**config.mk**
```make
export PLATFORM = sky130hd
export DESIGN_NAME = bcd_to_bin
export DESIGN_NICKNAME = d
export VERILOG_FILES = /design/src/rtl/bcd_pkg.sv /design/src/rtl/bcd_digit_adj.sv /design/src/rtl/bcd_to_bin.sv
export SDC_FILE = /design/constraint.sdc
export NUM_CORES = 1
export LEC_CHECK = 0
export ABC_CLOCK_PERIOD_IN_PS = 2400
export CORE_MARGIN = 4
export CORE_UTILIZATION = 48
export CTS_CLUSTER_DIAMETER = 60
export DETAILED_ROUTE_END_ITERATION = 8
export PLACE_DENSITY_LB_ADDON = 0.1
export SLEW_MARGIN = 30
export SYNTH_ARGS = -nofsm -noshare
export SYNTH_HDL_FRONTEND = slang
export SYNTH_SLANG_ARGS = --single-unit
```
**constraint.sdc**
```tcl
create_clock -name clk -period 2.4 [get_ports clk]
set_input_delay 0.36 -clock clk [delete_from_list [all_inputs] [get_ports clk]]
set_output_delay 0.36 -clock clk [all_outputs]
set_load 0.03 [all_outputs]
```
**src/rtl/bcd_pkg.sv**
```systemverilog
// Shared widths, step count, FSM state type and digit-check helper for bcd_to_bin.
package bcd_pkg;

    localparam int BCD_DIGITS = 10;
    localparam int BCD_W      = 40;
    localparam int BIN_W      = 36;
    localparam int CONV_STEPS = 36;
    localparam int CNT_W      = 6;

    localparam logic [CNT_W-1:0] LAST_STEP = CNT_W'(CONV_STEPS - 1);

    typedef enum logic [1:0] {
        ST_IDLE = 2'd0,
        ST_CONV = 2'd1,
        ST_DONE = 2'd2
    } state_e;

    // True when any nibble of a packed BCD word is outside 0..9.
    function automatic logic bcd_has_bad_digit(input logic [BCD_W-1:0] v);
        logic bad;
        bad = 1'b0;
        for (int i = 0; i < BCD_DIGITS; i++) begin
            if (v[4*i +: 4] > 4'd9) bad = 1'b1;
        end
        return bad;
    endfunction

endpackage

```
**src/rtl/bcd_digit_adj.sv**
```systemverilog
// One digit of the reverse double-dabble correction: subtract 3 when the digit is 8 or more.
module bcd_digit_adj (
    input  logic [3:0] d_i,
    output logic [3:0] d_o
);

    assign d_o = (d_i >= 4'd8) ? (d_i - 4'd3) : d_i;

endmodule

```
**src/rtl/bcd_to_bin.sv**
```systemverilog
// Serial 10-digit BCD to 36-bit binary converter (reverse double-dabble, one bit per cycle).
// Optional macro BCD_TO_BIN_DIGIT_CHECK_EN flags operands containing digits above 9.
module bcd_to_bin
    import bcd_pkg::*;
(
    input  logic             clk,
    input  logic             rst,
    input  logic [BCD_W-1:0] bcd_in,
    input  logic             in_valid,
    output logic             in_ready,
    output logic [BIN_W-1:0] binary,
    output logic             out_valid,
    input  logic             out_ready,
    output logic             err
);

    state_e             state_q, state_d;
    logic [BCD_W-1:0]   digits_q, digits_d;
    logic [BIN_W-1:0]   result_q, result_d;
    logic [CNT_W-1:0]   cnt_q, cnt_d;

    logic [BCD_W+BIN_W-1:0] shift_w;
    logic [BCD_W-1:0]       adj_w;

    // Digit bit 0 falls into result bit 35 on every step.
    assign shift_w = {digits_q, result_q} >> 1;

    for (genvar g = 0; g < BCD_DIGITS; g++) begin : g_adj
        bcd_digit_adj u_adj (
            .d_i (shift_w[BIN_W + 4*g +: 4]),
            .d_o (adj_w[4*g +: 4])
        );
    end

    always_comb begin
        state_d  = state_q;
        digits_d = digits_q;
        result_d = result_q;
        cnt_d    = cnt_q;
        case (state_q)
            ST_IDLE: begin
                if (in_valid) begin
                    digits_d = bcd_in;
                    result_d = '0;
                    cnt_d    = '0;
                    state_d  = ST_CONV;
                end
            end
            ST_CONV: begin
                digits_d = adj_w;
                result_d = shift_w[BIN_W-1:0];
                cnt_d    = cnt_q + 1'b1;
                if (cnt_q == LAST_STEP) state_d = ST_DONE;
            end
            ST_DONE: begin
                if (out_ready) state_d = ST_IDLE;
            end
            default: state_d = ST_IDLE;
        endcase
    end

    always_ff @(posedge clk or posedge rst) begin
        if (rst) begin
            state_q  <= ST_IDLE;
            digits_q <= '0;
            result_q <= '0;
            cnt_q    <= '0;
        end else begin
            state_q  <= state_d;
            digits_q <= digits_d;
            result_q <= result_d;
            cnt_q    <= cnt_d;
        end
    end

    assign in_ready  = (state_q == ST_IDLE);
    assign out_valid = (state_q == ST_DONE);

`ifdef BCD_TO_BIN_DIGIT_CHECK_EN
    logic err_q, err_d;

    always_comb begin
        err_d = err_q;
        if (state_q == ST_IDLE && in_valid) err_d = bcd_has_bad_digit(bcd_in);
    end

    always_ff @(posedge clk or posedge rst) begin
        if (rst) err_q <= 1'b0;
        else     err_q <= err_d;
    end

    // The conversion still runs on a bad operand so latency is unchanged; only the output is masked.
    assign err    = err_q & out_valid;
    assign binary = err_q ? '0 : result_q;
`else
    assign err    = 1'b0;
    assign binary = result_q;
`endif

endmodule

```
Word-level counts from Yosys, hierarchy flattened --
Index checks and enable logic that the tools add are counted.
Word-level totals: bits in registers 84, bits in latches 0, memory bits (writable) 0, ROM bits 0, input port bits 44, memories kept 0
Operators by class: add/sub/neg operators 11, multipliers 0, divide/modulo/power cells 0, magnitude comparators 10, eq/ne operators 6, shift operators 0, multiplexer cells 20, bitwise gates (word level) 0, reductions and logical operators 4
Operator list (count):
- one-hot mux 40 bit (2 select lines) | 1
- one-hot mux 36 bit (2 select lines) | 1
- 2-to-1 mux 4 bit | 10
- 2-to-1 mux 40 bit | 1
- greater-or-equal comparator 4 bit (second input constant) | 9
- 2-to-1 mux 36 bit | 1
- subtractor 4 x 2 -> 4 bit (second input constant) | 9
- one-hot mux 6 bit (2 select lines) | 1
- adder 6 x 1 -> 6 bit (second input constant) | 1
- equality test 6 bit (second input constant) | 1
- 2-to-1 mux 2 bit | 3
- 2-to-1 mux 6 bit | 1
- one-hot mux 2 bit (3 select lines) | 1
- greater-or-equal comparator 3 x 4 -> 1 bit (second input constant) | 1
- inequality test 2 bit (second input constant) | 2
- subtractor 3 x 2 -> 4 bit (second input constant) | 1
- AND reduction 3 bit | 1
- equality test 2 x 1 -> 1 bit (second input constant) | 1
- equality test 2 bit (second input constant) | 1
- logical NOT 2 bit | 1
- inequality test 2 x 1 -> 1 bit (second input constant) | 1
- AND reduction 2 bit | 1
- nonzero test 2 bit | 1

Depth between registers and ports, before layout --
Gate-level depths: netlist (run 1).
depth after elaboration 3, mapped depth 7

By module --
From an unflattened synthesis (run 1), not the netlist that was laid out.
Unflattened totals: cells, all modules 405, area, all modules 4309.1 sq um
Modules (own cells, without submodules):
- bcd_to_bin | times used 1, cells an instance 295, area an instance 3545.9 sq um, seq. area each 2102.0 sq um
- bcd_digit_adj | times used 10, cells an instance 11, area an instance 76.3 sq um, seq. area each 0.0 sq um

Least setup slack after synthesis (run 1) --
OpenSTA, ideal clock, no wires.
path type register to output, start register state_q[0], end output port in_ready, arrival time 1086 ps, setup slack 954 ps, stages on the path, launching flop included 4, buffers on the path 2, path through dfrtp_1 -> buf_6 -> buf_2 -> nor2_1
On the way: longest elaborated chain between the ends 1
RTL lines:
- start: declaration | RTL line bcd_to_bin.sv:17 | state_e state_q, state_d;
- start signal: assignment | RTL line bcd_to_bin.sv:69 | state_q <= state_d;
- logical NOT 2 bit | RTL line bcd_to_bin.sv:76 | assign in_ready = (state_q == ST_IDLE);
- end: declaration | RTL line bcd_to_bin.sv:10 | output logic in_ready,
Every way passes these cells.

Final worst setup path (run 1) --
start register state_q[1], end output port in_ready
The elaborated chain is that of the path after synthesis.

==> run_results.csv, run 1 <==
group,metric,value,unit
worst_setup_path,path_max_fanout,2,
global_routing,grtUsageTotal,19.1,%
min_path,hold_class,"input port to asynchronous set/reset pin",
sta,rsz0062_at_grt,"no",
sta,period_minus_slack,2.01,ns
routing,drt_iter0_markers,207,
logic_synthesis,ys.warnings.count,0,
worst_setup_path,cp_num_cells,2,
logic_synthesis,async_flop_share,100,%
clock_tree,post_cts_resized,0,
flow_run,max-cap-violations,0,
floorplan,dieArea,0.0110,mm²
routing,met2_length,4.74,mm
final_layout,layout_common_cells,"nand2_1 (100), dfrtp_1 (84), clkdlybuf4s50_1 (80), o21ai_0 (45), inv_1 (20)",
clock_tree,clkSlewWorstSetupHoldPaths,0.08,ns
placement,gp_congestion,0.720,
final_layout,final_common_cell,"nand2_1",
clock_tree,root_buffer,"clkbuf_8",
placement,placedCellCount,639,
clock_tree,htreeDepth,3,
final_layout,layoutNonFillerInstCount,655,
floorplan,start_util,48.9,%
worst_setup_path,cp_cell_sequence,"nor2_1, clkdlybuf4s50_1",
routing,wl_per_cell,15.1,µm
sta,timing.final.crit_share,83.9,%
floorplan,rows,35,
sta,hold_viol_final,0,
routing,wl_met1,4.72,mm
worst_setup_path,critPathKind,"flip-flop to output pin",
worst_setup_path,path_buf_inv,1,
logic_synthesis,ys.flop_type,"dfrtp_1",
clock_tree,clock_sinks,84,
global_routing,antenna_found_initial,0,
final_layout,fin_nets,602,
logic_synthesis,synthesis.nets,534,
final_layout,syn_to_final_growth,22.8,%
sta,skew,0.0120,ns
logic_synthesis,synth.distinct_cells,37,
final_layout,seq_area,0.00210,mm²
final_layout,drive_gt1_share,6.99,%
final_layout,fin_util,60.1,%
global_routing,grt_max_degree,85,
placement,dp_hpwl,6.28,mm
final_layout,fillCellCount,832,
logic_synthesis,syn_avg_cell_area,9.55,µm²
worst_setup_path,cp_data_arrival_time,1.65,ns
sta,fin_tns_setup,0,ns
logic_synthesis,synth-seq-area-share,46.7,%
clock_tree,cts_buffers,9,
logic_synthesis,synth_edf_count,0,
run_status,outcome,"complete, no violations",
clock_tree,clk_path_buf_depth,2,
worst_setup_path,r2r_cells,5,
final_layout,multi_input_area,0.00208,mm²
logic_synthesis,synth_area,0.00450,mm²
routing,via_count,3529,
worst_setup_path,endpoint_kind,"output pin",
routing,route.met3.wl,388,µm
clock_tree,cts_hold_buf,0,
worst_setup_path,start_kind,"flip-flop",
worst_setup_path,max_stage_delay,0.72,ns
power_and_ir_drop,irDropWorstVdd,0.000474,V
placement,io_buffers,81,
floorplan,coreArea,0.00920,mm²
sta,slew_viol_final,0,
routing,wirelength,9.92,mm
worst_setup_path,worst_path_dominant_cell_family,"buffers and inverters",
sta,clock.fmax,497,MHz
final_layout,num_antenna_cells,0,
clock_tree,cts_setup_buffers,0,
logic_synthesis,ys_ff_latch,84,
worst_setup_path,worst_ep_required_time,2.04,ns
routing,vias_per_cell,5.39,
clock_tree,clock_latency,0.35,ns
floorplan,die_y,105,µm
floorplan,io_pins,83,
clock_tree,cts_tree,"built",
logic_synthesis,synthCells,471,
worst_setup_path,critPathSlowestCell,"clkdlybuf4s50_1",
routing,postRouteAntennaNets,0,
power_and_ir_drop,power_density,1260,mW/mm²
routing,drcViolationCount,0,
routing,route.top_layer_used,"met4",
routing,first_pass_iters,4,
power_and_ir_drop,p_leak,2.48,nW
floorplan,dieWidth,105,µm
sta,setup_viol,0,
global_routing,grt_pass1_wl,17.3,mm
global_routing,overflow,0,
global_routing,grt_pass1_vias,3572,
[synth_stat cells (all sizes together) (2+ instances only)]
master	count	share of area, %
nand3	8	0.89
a21oi	18	2.0
dfrtp	84	47
o21ai	46	5.1
nor3b	18	3.0
clkbuf	9	0.81
o22a	9	1.8
a22oi	3	0.50
nor2b	12	1.8
inv	21	1.8
nand4	2	0.28
a22o	2	0.39
xnor2	10	1.9
nand2	100	8.3
nand2b	11	1.7
a221o	17	3.8
ha	19	5.3
o211a	9	2.0
buf	26	4.4
xor2	8	1.6
nor2	20	1.7
mux2i	3	0.67
o31ai	9	2.2
[cell type report]
class                      count  area share [%]
sequential                    84            38.1
multi-input combinational    331            37.7
clock inverter                 5            1.04
inverter                      21            1.50
timing repair buffer          92            16.6
clock buffer                  11            2.56
tap                          111            2.51
[registers in the layout, summed over array words and instances, names as in the netlist]
register and flops:
digits_q 40, binary 36, cnt_q 6, state_q 2
[worst reg2reg max path: stages (launching register included)]
cell and delay [ns]:
dfrtp_1 0.35, buf_4 0.36, nand2b_4 0.22, buf_4 0.33, nor3b_1 0.09, a221o_1 0.28
[per-stage QoR]
stage                     total power [mW]  setup WS [ns]  hold WS, ns  cell area [µm²]
after floorplan                       5.03          0.954        0.439             4500
after global placement                5.85          0.484        0.465             5320
after detailed placement              5.96          0.442        0.466             5320
after CTS                             7.01          0.355        0.481             5520
after global routing                  7.52          0.346        0.498             5520
final                                 6.94          0.387        0.474             5520
[logic make-up (layout without fill, tap and decap cells)]
family                     after synthesis  in the layout  synth area share (%)
AOI/OAI and AO/OA                      116            116                  18.5
and+or+nand+nor                        174            174                  18.2
DFF                                     84             84                  46.7
muxes                                    3              3                 0.668
other                                    1              1                0.0834
adders and majority gates               19             19                  5.29
xor gates and xnor gates                18             18                  3.50
buffers and inverters                   56            129                  6.98
[report_power, final]
group          switching [mW]  internal [mW]
Combinational            1.76           1.56
Sequential              0.587           2.00
Clock                   0.518          0.515
[metal layers]
layer	global-route usage (%)	vias up
met1	26.8	1725
met5	0	-
met2	30.4	67
li1	-	1729
met3	4.39	8
met4	3.66	0
[path summary, 6_finish.rpt]
kind,start,endpoint,slack [ns]
max in group asynchronous,rst,digits_q[6],1.54
worst max register to register,state_q[0],digits_q[0],0.66
worst min-delay path,rst,digits_q[1],0.47
worst max-delay path,state_q[1],in_ready,0.39
worst min register to register,cnt_q[5],cnt_q[5],0.48
min in group clk,cnt_q[5],cnt_q[5],0.48
Note: power is estimated with default switching activity, not from simulation.
==> inputs of run 2 (changes only) <==
ABC_CLOCK_PERIOD_IN_PS = 1660   (was 2400)
clock period = 1.66 ns   (was 2.4 ns; I/O delays follow)
==> run 2 against run 1 <==
  * Die area is the same
  * Sequential power grew 44%
  * Cell count grew 1.5%
  * Largest power group unchanged
  * Highest routed layer unchanged
  * Critical path depth grew 1
  * Register-to-register slack lost 0.53 ns
  * Final area grew 1.9%
  * First-iteration DRC count shrank 32%
==> run_results.csv, run 2 (synthesized netlist as in run 1, its figures left out) <==
group,metric,value,unit
placement,gp_congestion,0.762,
routing,first_pass_iters,4,
global_routing,overflow,0,
worst_setup_path,r2r_cells,6,
placement,io_buffers,81,
final_layout,num_antenna_cells,0,
power_and_ir_drop,p_leak,2.69,nW
floorplan,start_util,48.9,%
clock_tree,cts_buffers,9,
sta,period_minus_slack,1.59,ns
min_path,hold_class,"input port to asynchronous set/reset pin",
final_layout,regMostFlops,"digits_q",
floorplan,rows,35,
placement,placedCellCount,648,
clock_tree,clock_latency,0.36,ns
worst_setup_path,endpoint_kind,"output pin",
worst_setup_path,path_max_fanout,8,
sta,slew_viol_final,0,
routing,drcViolationCount,0,
global_routing,antenna_found_initial,0,
floorplan,io_pins,83,
routing,wirelength,10.1,mm
power_and_ir_drop,power_density,1780,mW/mm²
global_routing,grt_max_degree,85,
worst_setup_path,critPathKind,"flip-flop to output pin",
routing,wl_per_cell,15.2,µm
final_layout,layoutNonFillerInstCount,665,
worst_setup_path,cp_data_arrival_time,1.34,ns
sta,rsz0062_at_grt,"no",
sta,setup_viol,0,
final_layout,syn_to_final_growth,25.1,%
routing,vias_per_cell,5.41,
final_layout,final_common_cell,"nand2_1",
final_layout,seq_area,0.00210,mm²
flow_run,max-cap-violations,0,
sta,timing.final.crit_share,96.0,%
worst_setup_path,start_kind,"flip-flop",
floorplan,coreArea,0.00920,mm²
power_and_ir_drop,irDropWorstVdd,0.000720,V
clock_tree,clock_sinks,84,
clock_tree,cts_hold_buf,0,
final_layout,largest_reg_flops,40,
clock_tree,cts_tree,"built",
final_layout,fillCellCount,846,
global_routing,grt_pass1_vias,3520,
clock_tree,root_buffer,"clkbuf_8",
floorplan,dieWidth,105,µm
sta,fin_tns_setup,0,ns
worst_setup_path,worstReg2RegStart,"state_q[0]",
clock_tree,htreeDepth,3,
sta,clock.fmax,628,MHz
worst_setup_path,worst_ep_required_time,1.41,ns
final_layout,drive_gt1_share,9.39,%
final_layout,fin_nets,612,
final_layout,multi_input_area,0.00209,mm²
run_status,outcome,"complete, no violations",
clock_tree,clk_path_buf_depth,2,
floorplan,die_y,105,µm
global_routing,grt_pass1_wl,17.2,mm
worst_setup_path,rrSetupSlack,0.13,ns
sta,hold_viol_final,0,
clock_tree,clkSlewWorstSetupHoldPaths,0.10,ns
routing,drt_iter0_markers,141,
placement,dp_hpwl,6.66,mm
sta,skew,0.0135,ns
final_layout,layout_common_cells,"nand2_1 (100), dfrtp_1 (83), o21ai_0 (45), clkdlybuf4s50_1 (43), dlygate4sd2_1 (35)",
worst_setup_path,timing.rr.end,"binary[23]",
global_routing,grtUsageTotal,19.0,%
floorplan,dieArea,0.0110,mm²
routing,via_count,3600,
routing,postRouteAntennaNets,0,
-- run 2: per-layer routing --
| layer | vias up | wire length (µm) | track usage, % |
|---|---|---|---|
| li1 | 1750 | - | - |
| met1 | 1784 | 4700 | 25.1 |
| met2 | 60 | 4970 | 31.6 |
| met3 | 6 | 394 | 4.39 |
| met4 | 0 | 73 | 4.50 |
| met5 | - | 0 | 0 |
-- run 2: timing repair --
action | in CTS | in global routing
endpoints found under the setup margin | 37 | 2
setup buffers | 0 | 1
resized for setup | 41 | 1
-- run 2: how the worst max path moves through the flow --
stage          depth (start not counted)  slack, ns            to       start
6_report                               3       0.07     out_valid  state_q[1]
5_1_grt                                3      0.002     out_valid  state_q[1]
4_1_cts                                1      0.006     binary[0]   binary[0]
3_5_place_dp                           5      -0.02    binary[23]    in_valid
3_3_place_gp                           4       0.04  digits_q[34]    in_valid
2_1_floorplan                          4       0.25  digits_q[20]  state_q[0]
-- run 2: area by class of cell --
cell class	instances	share of cell area, %
inverter	21	1.47
clock buffer	9	2.20
timing repair buffer	102	17.9
multi-input combinational	331	37.2
sequential	84	37.4
clock inverter	7	1.36
tap	111	2.47
-- run 2: critical path: stages (launching register included) --
cell     delay, ns
dfrtp_2       0.43
buf_4         0.17
nor2b_1       0.19
buf_4         0.19
-- run 2: power by group --
| part | total [mW] | switching, mW | internal, mW |
|---|---|---|---|
| clock network | 1.50 | 0.797 | 0.699 |
| logic | 4.78 | 2.57 | 2.21 |
| registers | 3.74 | 0.849 | 2.89 |
-- run 2: metrics by stage --
stage / util (%) / setup slack, ns / instance area, µm² / hold slack, ns / power (mW)
final: 61.2 / 0.0671 / 5630 / 0.346 / 10.0
after CTS: 61.1 / 0.00590 / 5620 / 0.370 / 10.1
after detailed placement: 59.1 / -0.0155 / 5440 / 0.467 / 8.79
after floorplan: - / 0.250 / 4500 / 0.389 / 7.27
after global routing: 61.2 / 0.00201 / 5630 / 0.399 / 10.9
after global placement: 59.1 / 0.0426 / 5440 / 0.460 / 8.61
==> inputs of run 3 (changes only) <==
CAP_MARGIN = 25   (was unset)
CORE_ASPECT_RATIO = 1.1   (was unset)
HOLD_SLACK_MARGIN = 0.06   (was unset)
==> run 3 against run 2 <==
  * Critical path depth is the same
  * Routed wire length decreased by 2.6%
  * Core utilization up 1.1 points
  * Non-clock buffer count shrank 1
==> run_results.csv, run 3 (synthesized netlist as in run 1, its figures left out) <==
group,metric,value,unit
final_layout,layout_common_cells,"nand2_1 (100), dfrtp_1 (82), o21ai_0 (45), clkdlybuf4s50_1 (43), dlygate4sd2_1 (35)",
placement,pre_cts_ws,-0.0458,ns
clock_tree,cts_hold_buf,0,
sta,fin_tns_setup,0,ns
sta,fin_ws,0.0463,ns
final_layout,fin_nets,611,
worst_setup_path,cp-startpoint,"state_q[1]",
global_routing,grt_pass1_vias,3522,
final_layout,regMostFlops,"digits_q",
floorplan,io_pins,83,
sta,timing.final.crit_share,97.2,%
routing,wirelength,9.87,mm
clock_tree,clock_latency,0.36,ns
placement,placed_area,0.00547,mm²
sta,hold_viol_final,0,
run_status,outcome,"complete, no violations",
sta,skew,0.0125,ns
placement,gp_congestion,0.770,
sta,setup_viol,0,
final_layout,final_common_cell,"nand2_1",
worst_setup_path,cp_cell_sequence,"buf_4, nor2_2, buf_4",
final_layout,layoutNonFillerInstCount,667,
final_layout,drive_gt1_share,9.40,%
worst_setup_path,start_kind,"flip-flop",
global_routing,grt_pass1_wl,16.7,mm
power_and_ir_drop,irDropWorstVdd,0.000702,V
routing,drt_iter0_markers,203,
placement,io_buffers,81,
floorplan,start_util,49.9,%
sta,worst_hold_slack,0.228,ns
worst_setup_path,max_stage_delay,0.48,ns
worst_setup_path,cp_data_arrival_time,1.36,ns
worst_setup_path,critPathSlowestCell,"dfrtp_2",
floorplan,dieArea,0.0110,mm²
floorplan,coreArea,0.00901,mm²
final_layout,final_cell_area,0.00561,mm²
routing,wl_per_cell,14.8,µm
worst_setup_path,worst_ep_required_time,1.41,ns
clock_tree,cts_buffers,9,
sta,slew_viol_final,0,
sta,rsz0062_at_grt,"yes",
clock_tree,clkSlewWorstSetupHoldPaths,0.09,ns
worst_setup_path,timing.critical_path.mode_cell,"buf_4",
power_and_ir_drop,p_total,9.83,mW
routing,first_pass_iters,4,
clock_tree,clock_sinks,84,
routing,vias_per_cell,5.35,
sta,period_minus_slack,1.61,ns
clock_tree,root_buffer,"clkbuf_8",
worst_setup_path,timing.rr.end,"binary[17]",
worst_setup_path,rrSetupSlack,0.16,ns
global_routing,antenna_found_initial,0,
routing,postRouteAntennaNets,0,
final_layout,num_antenna_cells,0,
floorplan,dieWidth,100,µm
floorplan,die_y,110,µm
worst_setup_path,path_buf_inv,2,
power_and_ir_drop,power_density,1750,mW/mm²
worst_setup_path,r2r_cells,5,
worst_setup_path,endpoint_kind,"output pin",
clock_tree,post_cts_resized,38,
worst_setup_path,critPathKind,"flip-flop to output pin",
final_layout,fillCellCount,818,
clock_tree,clk_path_buf_depth,2,
worst_setup_path,worst_path_dominant_cell_family,"flip-flops",
worst_setup_path,path_max_fanout,15,
sta,clock.fmax,620,MHz
routing,drcViolationCount,0,
power_and_ir_drop,p_leak,2.69,nW
global_routing,overflow,0,
placement,dp_hpwl,6.77,mm
clock_tree,cts_tree,"built",
final_layout,syn_to_final_growth,24.8,%
min_path,hold_class,"input port to asynchronous set/reset pin",
routing,via_count,3566,
floorplan,rows,36,
final_layout,fin_util,62.3,%
flow_run,max-cap-violations,0,
final_layout,largest_reg_flops,40,
clock_tree,htreeDepth,3,
global_routing,grt_max_degree,41,
placement,placedCellCount,651,
clock_tree,cts_setup_buffers,0,
worst_setup_path,worstReg2RegStart,"state_q[0]",
global_routing,grtUsageTotal,18.8,%
run 3: worst max path at each step:
stage	to	slack (ns)	cells after the start
5_1_grt	in_ready	-0.02	3
2_1_floorplan	digits_q[20]	0.25	4
6_report	in_ready	0.05	3
3_5_place_dp	digits_q[36]	-0.05	5
4_1_cts	in_ready	0.008	3
3_3_place_gp	digits_q[12]	0.02	4
run 3: final cells by class:
type	instances	area (µm²)	area share, %
timing repair buffer	101	1020	18.1
tap	114	143	2.54
sequential	84	2100	37.5
multi-input combinational	331	2090	37.2
inverter	21	82.6	1.47
clock inverter	7	55.1	0.981
clock buffer	9	124	2.21
run 3: power by group:
group	internal (mW)	leakage [nW]	switching, mW	total [mW]
registers	2.89	1.08	0.872	3.76
logic	2.19	1.52	2.53	4.72
clock network	0.562	0.0870	0.783	1.35
run 3: worst reg2reg max path, stage by stage (launching register included):
cell	delay (ns)
dfrtp_2	0.49
nor2b_4	0.22
buf_4	0.23
buf_4	0.31
nand2_1	0.10
o21ai_0	0.08
run 3: layer usage:
metal / track usage (%) / routed length (µm) / up-vias
met4: 6.54 / 101 / 0
met2: 29.7 / 4790 / 60
li1: - / - / 1753
met1: 26.1 / 4590 / 1746
met3: 3.11 / 382 / 7
met5: 0 / 0 / -
